==> config.mk <==
export PLATFORM = sky130hd
export DESIGN_NAME = random_pulse_sched
export DESIGN_NICKNAME = d
export VERILOG_FILES = /design/src/rtl/random_pulse_sched.sv
export SDC_FILE = /design/constraint.sdc
export NUM_CORES = 1
export LEC_CHECK = 0
export CAP_MARGIN = 20
export CORE_ASPECT_RATIO = 0.5
export CORE_MARGIN = 10
export CORE_UTILIZATION = 40
export CTS_CLUSTER_DIAMETER = 80
export DETAILED_ROUTE_END_ITERATION = 6
export HOLD_SLACK_MARGIN = 0.02
export MAX_ROUTING_LAYER = met4
export SETUP_SLACK_MARGIN = 0.1
export SYNTH_ARGS = -nofsm -noshare
export SYNTH_HDL_FRONTEND = slang
export SYNTH_SLANG_ARGS = --single-unit
==> constraint.sdc <==
create_clock -name clk -period 4.2 [get_ports clk]
set_input_delay 0.42 -clock clk [delete_from_list [all_inputs] [get_ports clk]]
set_output_delay 0.42 -clock clk [all_outputs]
set_load 0.02 [all_outputs]
==> src/rtl/random_pulse_sched.sv <==
// rtl/random_pulse_sched.sv - draws LFSR words and emits pulses after random gaps
// Run modes: continuous (burst_len=0) or fixed burst, with start/stop control.
module random_pulse_sched #(
    parameter int GW = 16,
    parameter int PW = 8,
    parameter int BW = 8
) (
    input  logic          clk,
    input  logic          rst,
    input  logic          start,
    input  logic          stop,
    input  logic [31:0]   rnd,
    output logic          prng_ce,
    input  logic [GW-1:0] min_gap,
    input  logic [GW-1:0] gap_mask,
    input  logic [PW-1:0] pulse_width,
    input  logic [BW-1:0] burst_len,
    output logic          pulse,
    output logic          busy,
    output logic          done
);

    typedef enum logic [1:0] {S_IDLE, S_DRAW, S_GAP, S_PULSE} state_t;

    state_t        r_state;
    state_t        w_next;
    logic [GW-1:0] r_min_gap;
    logic [GW-1:0] r_gap_mask;
    logic [PW-1:0] r_pw;
    logic [BW-1:0] r_burst_len;
    logic [GW-1:0] r_gap_cnt;
    logic [PW-1:0] r_pw_cnt;
    logic [BW-1:0] r_burst_cnt;
    logic          r_pulse;
    logic          r_done;

    logic [GW:0]   w_sum;
    logic [GW-1:0] w_gap;
    logic [PW-1:0] w_pw_eff;
    logic          w_pw_last;
    logic [BW-1:0] w_burst_next;
    logic          w_burst_end;
    logic          w_done_next;
    logic          w_unused;

    assign w_unused = ^rnd[31:GW];

    always_comb begin
        w_sum        = {1'b0, r_min_gap} + {1'b0, rnd[GW-1:0] & r_gap_mask};
        w_gap        = w_sum[GW] ? {GW{1'b1}} : w_sum[GW-1:0];
        w_pw_eff     = (r_pw == '0) ? PW'(1) : r_pw;
        w_pw_last    = (r_pw_cnt == w_pw_eff - PW'(1));
        w_burst_next = r_burst_cnt + BW'(1);
        w_burst_end  = (r_burst_len != '0) && (w_burst_next == r_burst_len);
    end

    always_comb begin
        w_next      = r_state;
        w_done_next = 1'b0;
        case (r_state)
            S_IDLE:  if (start && !stop) w_next = S_DRAW;
            S_DRAW:  w_next = (w_gap == '0) ? S_PULSE : S_GAP;
            // Counter holding 1 reaches 0 on this edge, so GAP lasts exactly gap cycles
            S_GAP:   if (r_gap_cnt == GW'(1)) w_next = S_PULSE;
            S_PULSE: begin
                if (w_pw_last) begin
                    if (w_burst_end) begin
                        w_next      = S_IDLE;
                        w_done_next = 1'b1;
                    end else begin
                        w_next = S_DRAW;
                    end
                end
            end
            default: w_next = S_IDLE;
        endcase
        if (stop && r_state != S_IDLE) begin
            w_next      = S_IDLE;
            w_done_next = 1'b0;
        end
    end

    always_ff @(posedge clk or posedge rst) begin
        if (rst) begin
            r_state     <= S_IDLE;
            r_min_gap   <= '0;
            r_gap_mask  <= '0;
            r_pw        <= '0;
            r_burst_len <= '0;
            r_gap_cnt   <= '0;
            r_pw_cnt    <= '0;
            r_burst_cnt <= '0;
            r_pulse     <= 1'b0;
            r_done      <= 1'b0;
        end else begin
            r_state <= w_next;
            r_pulse <= (w_next == S_PULSE);
            r_done  <= w_done_next;

            if (r_state == S_IDLE && start && !stop) begin
                r_min_gap   <= min_gap;
                r_gap_mask  <= gap_mask;
                r_pw        <= pulse_width;
                r_burst_len <= burst_len;
                r_burst_cnt <= '0;
            end

            if (r_state == S_DRAW)
                r_gap_cnt <= w_gap;
            else if (r_state == S_GAP)
                r_gap_cnt <= r_gap_cnt - GW'(1);

            if (r_state == S_PULSE) begin
                r_pw_cnt <= w_pw_last ? '0 : r_pw_cnt + PW'(1);
                if (w_pw_last) r_burst_cnt <= w_burst_next;
            end else begin
                r_pw_cnt <= '0;
            end
        end
    end

    assign prng_ce = (r_state == S_DRAW);
    assign busy    = (r_state != S_IDLE);
    assign pulse   = r_pulse;
    assign done    = r_done;

endmodule

======== Yosys cells after proc, flatten, opt, wreduce, memory -nomap -nowiden ========
Cells that the tools add are included.
word-level totals
  flip-flop bits (word level) ............. 84
  word-level logic and storage cells ...... 55
  output and inout bits ................... 4
  bits of input ports ..................... 84
operators by class
  reduce and logical (&&, ||, !) cells .... 12
  mux-type cells .......................... 20
  equality and inequality tests ........... 7
  bitwise gates (word level) .............. 1
  add/subtract/negate cells ............... 5
operators by type and width
  operator                                                               count
  16-bit two-way mux                                                     3
  8-bit two-way mux                                                      6
  16-bit by 16-bit adder with 17-bit output                              1
  8-bit by 1-bit adder with 8-bit output (second input constant)         2
  16-bit bitwise AND                                                     1
  16-bit by 1-bit == test with 1-bit output (second input constant)      1
  8-bit == test                                                          2
  16-bit logical NOT                                                     1
  16-bit by 1-bit subtractor with 16-bit output (second input constant)  1
  8-bit logical NOT                                                      1
  2-bit two-way mux                                                      4
  2-bit case mux with 4 select lines                                     1
  8-bit nonzero test                                                     1
  8-bit by 1-bit subtractor with 8-bit output (second input constant)    1
  2-bit == test (second input constant)                                  3
  1-bit two-way mux                                                      6
  1-bit logical AND                                                      5
  2-bit nonzero test                                                     2
  2-bit by 1-bit == test with 1-bit output (second input constant)       1
  2-bit logical NOT                                                      1
  1-bit logical NOT                                                      1

======== Longest topological paths before layout ========
Gate-level depths: netlist of run 1.
  depth in word-level cells ............... 8
  mapped depth ............................ 12
  depth with buffers taken out ............ 11

======== Least setup slack after synthesis of run 1 ========
OpenSTA, ideal clock, no wires.
  path kind ............................... input port to flip-flop
  start point ............................. input rnd[0]
  end point ............................... register r_pulse, in the netlist pulse
  path buffers ............................ 0
  library setup time ...................... 66 ps
  arrival time ............................ 2,920 ps
  slack ................................... 1,213 ps
  stages .................................. 11
  required time ........................... 4,134 ps
  cell sequence ........................... and2_1 ha_1 fa_1 a21o_1 a221oi_2 o21ai_1 mux2_4 a2111oi_4 nand4_1 o31ai_2 and2_1
on the way
  longest elaborated chain between the ends .. 8
ends and longest elaborated chain
  element                                    line  RTL
  from (decl)                                12    input logic [31:0] rnd,
  16-bit bitwise AND                         49    w_sum = {1'b0, r_min_gap} + {1'b0, rnd[GW-1:0] & r_gap_mask};
  16-bit by 16-bit adder with 17-bit output  49
  16-bit two-way mux                         50    w_gap = w_sum[GW] ? {GW{1'b1}} : w_sum[GW-1:0];
  16-bit logical NOT                         62    S_DRAW: w_next = (w_gap == '0) ? S_PULSE : S_GAP;
  1-bit two-way mux                          62
  2-bit case mux with 4 select lines         60    case (r_state)
  2-bit two-way mux                          77    if (stop && r_state != S_IDLE) begin
  named net w_next[0]                        26    state_t w_next;
  2-bit == test                              97    r_pulse <= (w_next == S_PULSE);
  to (signal assigned)                       97
  to (decl)                                  34    logic r_pulse;
The timed path passes the listed nets, and every way through them passes these cells.
A chain may end at the register's enable or synchronous reset.

======== Worst setup path after layout of run 1 ========
Same ends and word-level chain as after synthesis.

==> results of run 1 <==
cells in the final DEF, fill, tap and decap left out, drive strengths merged, types with 3 or more instances in the layout:
cell,count
o21bai,3
nand3,19
mux2,49
nand4,4
a21o,9
inv,15
xnor2,17
o21a,4
o22ai,3
a31oi,4
buf,5
nor4,8
or3,8
nor2,37
a21oi,24
nand2,31
o221ai,5
ha,25
nor3b,3
clkbuf,11
clkinv,4
nor3,15
dfrtp,84
clkdlybuf4s50,71
o211ai,3
and3,10
nor2b,4
and2,19
o21ai,28
o31ai,8
nand2b,7
a2111oi,5
xor2,22
a32o,4
final cells by class:
cell class | count | area (sq um)
multi-input combinational | 405 | 3000
timing repair buffer | 76 | 748
tap | 170 | 213
clock inverter | 5 | 60.1
clock buffer | 11 | 253
fill | 1207 | 6300
inverter | 16 | 61.3
sequential | 84 | 2100
per-stage QoR:
stage	instance area (sq um)	hold WS, ns	power, mW
finish	6430	0.399	4.42
global route	6430	0.440	4.79
CTS	6430	0.411	4.45
detailed placement	6120	0.487	3.60
global placement	6120	0.477	3.57
floorplan	5240	0.454	3.07
layer usage:
metal / share of wire / GRT usage
met1: 0.50 / 0.176
met2: 0.45 / 0.216
met3: 0.038 / 0.0294
met4: 0.0084 / 0.0342
met5: 0 / -
power groups by stage:
| stage | combinational [mW] | sequential [mW] | clock [mW] |
|---|---|---|---|
| 2_1_floorplan | 1.72 | 1.34 | 0 |
| 3_3_place_gp | 2.15 | 1.41 | 0 |
| 3_5_place_dp | 2.17 | 1.43 | 0 |
| 4_1_cts | 2.19 | 1.42 | 0.850 |
| 5_1_grt | 2.43 | 1.47 | 0.894 |
| 6_report | 2.17 | 1.42 | 0.826 |
cells by family (layout without fill, tap and decap cells):
family	Yosys count	in the layout	synth area share
adders and majority gates	26	26	0.0636
AOI/OAI and AO/OA	116	116	0.160
muxes	51	51	0.110
buffers and inverters	34	108	0.0263
and+or+nand+nor	173	173	0.174
xor gates and xnor gates	39	39	0.0652
DFF	84	84	0.402
sequential cells by signal, summed over array words and instances (netlist names):
name / cells
done: 1
pulse: 1
r_burst_cnt: 8
r_burst_len: 8
r_gap_cnt: 16
r_gap_mask: 16
r_min_gap: 16
r_pw: 8
r_pw_cnt: 8
r_state: 2
cell usage after synthesis, drive strengths merged (7+ instances only):
cell | number | area, sq um
nand2 | 31 | 116
dfrtp | 84 | 2100
nand2b | 7 | 43.8
clkbuf | 14 | 53.8
a21o | 9 | 67.6
ha | 25 | 313
nor4 | 8 | 65.1
o31ai | 8 | 70.1
or3 | 8 | 50.1
inv | 16 | 60.1
nand3 | 19 | 95.1
xor2 | 22 | 193
xnor2 | 17 | 149
o21ai | 28 | 140
a21oi | 24 | 124
and2 | 19 | 119
mux2 | 49 | 556
and3 | 10 | 62.6
nor2 | 37 | 139
nor3 | 15 | 75.1
final timing paths:
path	slack (ns)	end	cells past startpoint	startpoint
max in group asynchronous	2.71	r_burst_cnt[6]	3	rst
setup / recovery	0.82	pulse	11	rnd[0]
hold / removal	0.40	r_gap_mask[2]	2	rst
hold reg to reg	0.49	r_gap_mask[13]	1	r_gap_mask[13]
setup reg to reg	0.94	pulse	10	r_gap_mask[0]
min in group clk	0.49	r_gap_mask[13]	1	r_gap_mask[13]
worst register-to-register path: stages, from the launching register on:
cell,delay [ns]
dfrtp_1,0.37
and2_1,0.14
ha_1,0.22
fa_1,0.41
a21o_1,0.23
a221oi_2,0.44
o31ai_2,0.21
a21o_1,0.26
or4_4,0.50
o31ai_2,0.25
and2_1,0.17
==> results.tsv, run 1 <==
metric	value	unit
status	finished clean	
synth_cell_types	63	
powerDensity	686	mW/mm^2
overflow	0	
p_clk_frac	0.187	
fp.dieW	182	microns
io_pins	88	
timing.final.crit_share	0.804	
numCtsBuffers	9	
initial_core_util	0.411	
cpLargestDelayFamily	compound AO/OA/AOI/OAI gates	
synthArstFlopShare	1.00	
critPathRequiredTime	4.47	ns
die_height	101	microns
syn_inst	523	
tritoncts	done	
worst-setup-path-type	input port to flop	
cp-start-kind	input port	
slew_viol_final	0	
cts_sinks	84	
yosysWarnings	0	
dp_cells	751	
drive_gt1_frac	0.139	
critPathArrivalTime	3.65	ns
area_growth	22.9	%
wirelength	12000	microns
antenna_cells	0	
pre_cts_ws	0.487	ns
grt_usage	0.137	
antenna_found_initial	0	
finalHoldViolCount	0	
slowest_delay	0.50	ns
cts_root_buffer	clkbuf_16	
vias	4129	
vdd_ir_drop_max	0.000277	V
clk_latency	0.34	ns
fin_cells	767	
relSlewSlack	0.371	
fin_tns_setup	0	ns
remaining_drc_errors	0	
clkSlewWorstSetupHoldPaths	0.06	ns
holdBufCountCts	0	
hold_class	input port to async pin	
ys_seq_elements	84	
core	0.0127	sq mm
end_kind	flop	
crit_slowest_cell	or4_4	
port_buffers	71	
post_cts_resized	0	
clockBufferDepth	2	
drtIter0Drc	214	
rsz0062_at_grt	no	
fp-row-count	29	
drt_first_pass_iters	4	
avgRoutedWirePerCell	15.6	microns
intPower	2.63	mW
synth_nets	633	
nets	702	
power_leakage	2.71	nW
period_needed	3.38	ns
grt_pass1_wl	20400	microns
dp_hpwl	9000	microns
via_per_inst	5.38	
worst_slew_pin_slew	0.943	ns
timing.critical_path.buf_inv	1	
finClkSkew	0.00814	ns
seq_power_share	0.321	
critical_path.max_fanout	6	
syn-mean-instance-area	10.0	sq um
htree_levels	3	
comb_power_share	0.492	
p_sw	1.79	mW
path_cells	clkdlybuf4s50_1 > and2_1 > ha_1 > fa_1 > a21o_1 > a221oi_2 > o31ai_2 > a21o_1 > or4_4 > o31ai_2 > and2_1	
synthFlopType	dfrtp_1	
fmax	296	MHz
ant_nets	0	
post-route-util	0.505	
switching_share	0.405	
synth-edff-count	0	
grt_max_degree	60	
worst_slack	0.823	ns
place_congestion	0.869	
cap_viol_max_count	0	
synth-seq-area-share	0.402	
syn_area	0.00524	sq mm
first_global_vias	4096	
setup_violations	0	
dieArea	0.0183	sq mm
postCtsSetupBuffers	0	
No activity file was read; power rests on OpenSTA's default activity.
==> run 2, diff against run 1 <==
==> constraint.sdc (replaced) <==
create_clock -name clk -period 3.3 [get_ports clk]
set_input_delay 0.33 -clock clk [delete_from_list [all_inputs] [get_ports clk]]
set_output_delay 0.33 -clock clk [all_outputs]
set_load 0.02 [all_outputs]
==> results.tsv, run 2 (synthesis gave the netlist of run 1 again) <==
metric	value	unit
setup_violations	0	
critPathArrivalTime	3.33	ns
n_fill_cell	1161	
finalHoldViolCount	0	
area_growth	25.7	%
dieArea	0.0183	sq mm
wirelength	12300	microns
port_buffers	71	
place_area	0.00625	sq mm
r2r_setup_slack	0.29	ns
crit_slowest_cell	or4_4	
io_pins	88	
cp-start-kind	input port	
ant_nets	0	
hold_class	input port to async pin	
path_common_cell	and2_1	
drtIter0Drc	251	
fp.dieW	182	microns
end_kind	flop	
slowest_delay	0.57	ns
path_cells	clkdlybuf4s50_1 > and2_1 > ha_1 > a211oi_1 > o211ai_1 > a21boi_2 > o221ai_1 > xor2_1 > or4_4 > o31ai_4 > and2_1	
worst-setup-path-type	input port to flop	
cts_sinks	84	
reg_top3	r_gap_cnt x16, r_gap_mask x16, r_min_gap x16	
remaining_drc_errors	0	
critPathRequiredTime	3.57	ns
clockBufferDepth	2	
grt_usage	0.139	
finClkSkew	0.00863	ns
cap_viol_max_count	0	
grt_max_degree	45	
fmax	328	MHz
avgRoutedWirePerCell	15.8	microns
via_per_inst	5.31	
vdd_ir_drop_max	0.000387	V
final_cell_mix	dfrtp_1, clkdlybuf4s50_1, mux2_2	
core	0.0127	sq mm
dp_hpwl	9080	microns
place_congestion	0.921	
final_common_cell	dfrtp_1	
clkSlewWorstSetupHoldPaths	0.07	ns
cts_root_buffer	clkbuf_16	
vias	4154	
fin_tns_setup	0	ns
grt_pass1_wl	20600	microns
period_needed	3.05	ns
numCtsBuffers	9	
timing.final.crit_share	0.925	
power_leakage	2.78	nW
relSlewSlack	0.367	
die_height	101	microns
drt_first_pass_iters	5	
worst_slew_pin_slew	0.949	ns
htree_levels	3	
tritoncts	done	
stdcell_area	0.00658	sq mm
first_global_vias	4091	
fp-row-count	29	
clk_latency	0.34	ns
holdBufCountCts	0	
antenna_cells	0	
initial_core_util	0.411	
powerDensity	875	mW/mm^2
whs	0.418	ns
slew_viol_final	0	
worstRegToRegCells	10	
antenna_found_initial	0	
drive_gt1_frac	0.166	
status	finished clean	
overflow	0	
nets	718	
rsz0062_at_grt	yes	
critical_path.max_fanout	3	
run 2: worst paths after layout:
kind,start,end
worst max-delay path,rnd[1],pulse
worst min-delay path,rst,r_burst_len[2]
worst max register to register,r_gap_mask[1],pulse
worst min register to register,r_gap_mask[2],r_gap_mask[2]
max in group asynchronous,rst,r_gap_mask[9]
min in group clk,r_gap_mask[2],r_gap_mask[2]
run 2: repair_timing:
item,CTS,global route
setup buffers,0,2
gates resized for setup,0,5
endpoints found under the setup margin,0,3
run 2: where the power goes:
part	internal, mW	switching [mW]
combinational	1.42	1.56
sequential	1.44	0.357
clock	0.556	0.420
run 2: per-stage QoR:
step / cells / util / setup slack, ns / total power, mW
6_report: 783 / 0.517 / 0.247 / 5.76
5_1_grt: 783 / 0.517 / 0.0860 / 6.25
4_1_cts: 781 / 0.513 / 0.204 / 5.74
3_5_place_dp: 765 / 0.491 / -0.0845 / 4.72
3_3_place_gp: 765 / 0.491 / -0.0793 / 4.68
2_1_floorplan: 523 / - / 0.397 / 3.90
run 2: final cells by class:
class / count / area [sq um] / share of cell area
flip-flops and latches: 84 / 2100 / 0.320
clock inverters: 4 / 32.5 / 0.00494
inverters: 16 / 61.3 / 0.00932
multi-input cells: 405 / 3020 / 0.459
clock buffers: 12 / 256 / 0.0390
well taps: 170 / 213 / 0.0323
repair buffers: 92 / 893 / 0.136
run 2: per-layer routing:
| metal | track usage | wire length, microns | part of all wire | vias to the layer above |
|---|---|---|---|---|
| met2 | 0.218 | 5640 | 0.46 | 79 |
| met5 | - | 0 | 0 | - |
| met4 | 0.0354 | 136 | 0.011 | 0 |
| met1 | 0.180 | 6080 | 0.49 | 1985 |
| met3 | 0.0297 | 477 | 0.039 | 11 |
| li1 | - | - | - | 2079 |
run 2: worst max-delay path: cells and delay by family:
family	cells	cell delay (ns)
compound gates	5	1.20
simple gates	3	0.91
buf+inv	1	0.45
fa+ha+maj	1	0.26
xor+xnor	1	0.19
==> edit (config.mk and constraints of run 2) <==
Set the parameter `GW` to 15 (it was 16).
--- a/src/rtl/random_pulse_sched.sv
+++ b/src/rtl/random_pulse_sched.sv
@@ -1,7 +1,7 @@
 // rtl/random_pulse_sched.sv - draws LFSR words and emits pulses after random gaps
 // Run modes: continuous (burst_len=0) or fixed burst, with start/stop control.
 module random_pulse_sched #(
-    parameter int GW = 16,
+    parameter int GW = 15,
     parameter int PW = 8,
     parameter int BW = 8
 ) (
Interface: changed (resized gap_mask and min_gap); port bits go from 88 to 86. No check against the original RTL was run, so the function may have changed too.
==> edit against run 2 <==
First-iteration DRC count grew 3.6%; non-clock buffer count up 23; sequential cell count fell by 3; final cell count up 3.2%; clock skew down 0.00054 ns; register-to-register slack worse by 0.16 ns; via count rose by 3.1%; wire length is 4.4% higher; synthesized area down 2.2%; total power grew 6.1%; design area up 1.4%; setup slack worse by 0.11 ns; global-route usage grew 1.0 points; largest cell class unchanged; highest routed layer unchanged.
==> edit: results (changes against run 2) <==
fill cell total of the finished layout: 1150 (-0.95%)
placed cells: 791 (+3.4%)
GRT Total Usage: 14.9% (+1.0 points)
number of global-route vias before repair: 4374 (+6.9%)
Seq/Total Area, Yosys: 39.6% (-0.57 points)
internal power: 3700 µW (+8.1%)
Initial DRT Pass Iterations: 4 (-1)
Worst Path Arrival: 3.44 ns (+0.11 ns)
Port-buffer cells: 68 (-4.2%)
DP Wirelength: 9580 µm (+5.5%)
maximum vdd ir drop: 0.358 mV (-7.3%)
top flop regs: r_gap_cnt (15), r_gap_mask (15), r_min_gap (15)
WHS: 0.408 ns (-0.0105 ns)
outcome: completed
Worst Clk Skew: 0.00809 ns (-0.000542 ns)
first-pass GRT wire length: 21900 µm (+6.4%)
largest net degree at the start of global routing: 82 (+82%)
R2R depth: 11 (+1)
routability congestion estimate from global placement: 0.853 (-7.4%)
top cells by area, synth: dfrtp_1 40%, mux2_2 10%, ha_1 5.9%
layout cells sized above 1: 21.0% (+4.4 points)
Syn Nets: 634 (+0.16%)
DR vias: 4284 (+3.1%)
Final nets: 740 (+3.1%)
commonest cells in the netlist: 81 x dfrtp_1, 47 x mux2_2, 36 x a21oi_1, 36 x nor2_1, 31 x o21ai_0
drt via density: 5.30 (about the same)
Mapped Avg Cell Area: 9.72 µm² (-2.9%)
reg-to-reg setup timing slack: 0.13 ns (-0.16 ns)
edit: changes by cell type after synthesis, sizes merged, moves of 7 or more:
cell          run 2  this run
a21oi            24        37
xor2             22        14
nor2b             4        11
o21ai            28        35
edit: worst max-delay path: stages, from the launching register on:
cell      delay [ns]
dfrtp_1         0.38
and2_4          0.15
ha_4            0.16
fa_2            0.38
a211oi_2        0.25
o21ai_2         0.09
xor2_1          0.18
or4_4           0.52
a211oi_2        0.16
nor4b_2         0.20
or4b_4          0.52
a21boi_2        0.13
edit: layout make-up:
| cell class | count | area, µm² | share of cell area (%) |
|---|---|---|---|
| multi-input combinational | 409 | 2990 | 44.9 |
| sequential | 81 | 2030 | 30.4 |
| timing repair buffer | 115 | 1060 | 15.9 |
| clock buffer | 11 | 253 | 3.79 |
| tap | 170 | 213 | 3.19 |
| inverter | 17 | 65.1 | 0.975 |
| clock inverter | 5 | 61.3 | 0.919 |
edit: cell families after synthesis:
kind of cell	Yosys count	synth area share [%]
compound gates	133	17.3
buf+inv	37	2.83
fa+ha+maj	25	6.25
simple gates	173	18.3
mux	48	10.5
flops	81	39.6
xor+xnor	30	5.13
edit: power by group through the flow:
stage / registers, µW / clock network (µW) / logic [µW]
floorplan: 1640 / 0 / 2130
global placement: 1720 / 0 / 3180
detailed placement: 1740 / 0 / 3230
CTS: 1730 / 1090 / 3310
global route: 1800 / 1120 / 3690
finish: 1730 / 1060 / 3320
edit: worst max-delay path by stage:
stage	start	to	slack, ns
floorplan	r_gap_mask[0]	pulse	0.15
global placement	rnd[0]	pulse	-0.43
detailed placement	rnd[0]	pulse	-0.50
CTS	rnd[0]	pulse	0.11
global route	r_gap_mask[0]	pulse	-0.008
finish	r_gap_mask[0]	pulse	0.13
edit: what timing repair did:
action,CTS,global route
hold buffers,0,0
setup buffers,1,0
resized for setup,7,3
pin swaps,7,2
endpoints found under the hold margin,0,0
cloned,0,0
endpoints found under the setup margin,2,6
edit: per-layer routing:
metal	share of wire, %	global-route usage, %
met3	2.6	3.20
met5	0	-
met1	49	19.0
met4	1.4	4.01
met2	46	23.7
edit: stage by stage:
| stage | setup TNS, ns | setup WS, ns | power, µW | util [%] | cell area (µm²) |
|---|---|---|---|---|---|
| 6_report | 0 | 0.133 | 6110 | 53.0 | 6670 |
| 5_1_grt | -0.00838 | -0.00838 | 6620 | 53.0 | 6670 |
| 4_1_cts | 0 | 0.110 | 6120 | 52.9 | 6660 |
| 3_5_place_dp | -0.959 | -0.502 | 4970 | 50.1 | 6310 |
| 3_3_place_gp | -0.779 | -0.429 | 4900 | 50.1 | 6310 |
| 2_1_floorplan | 0 | 0.147 | 3780 | - | 5120 |
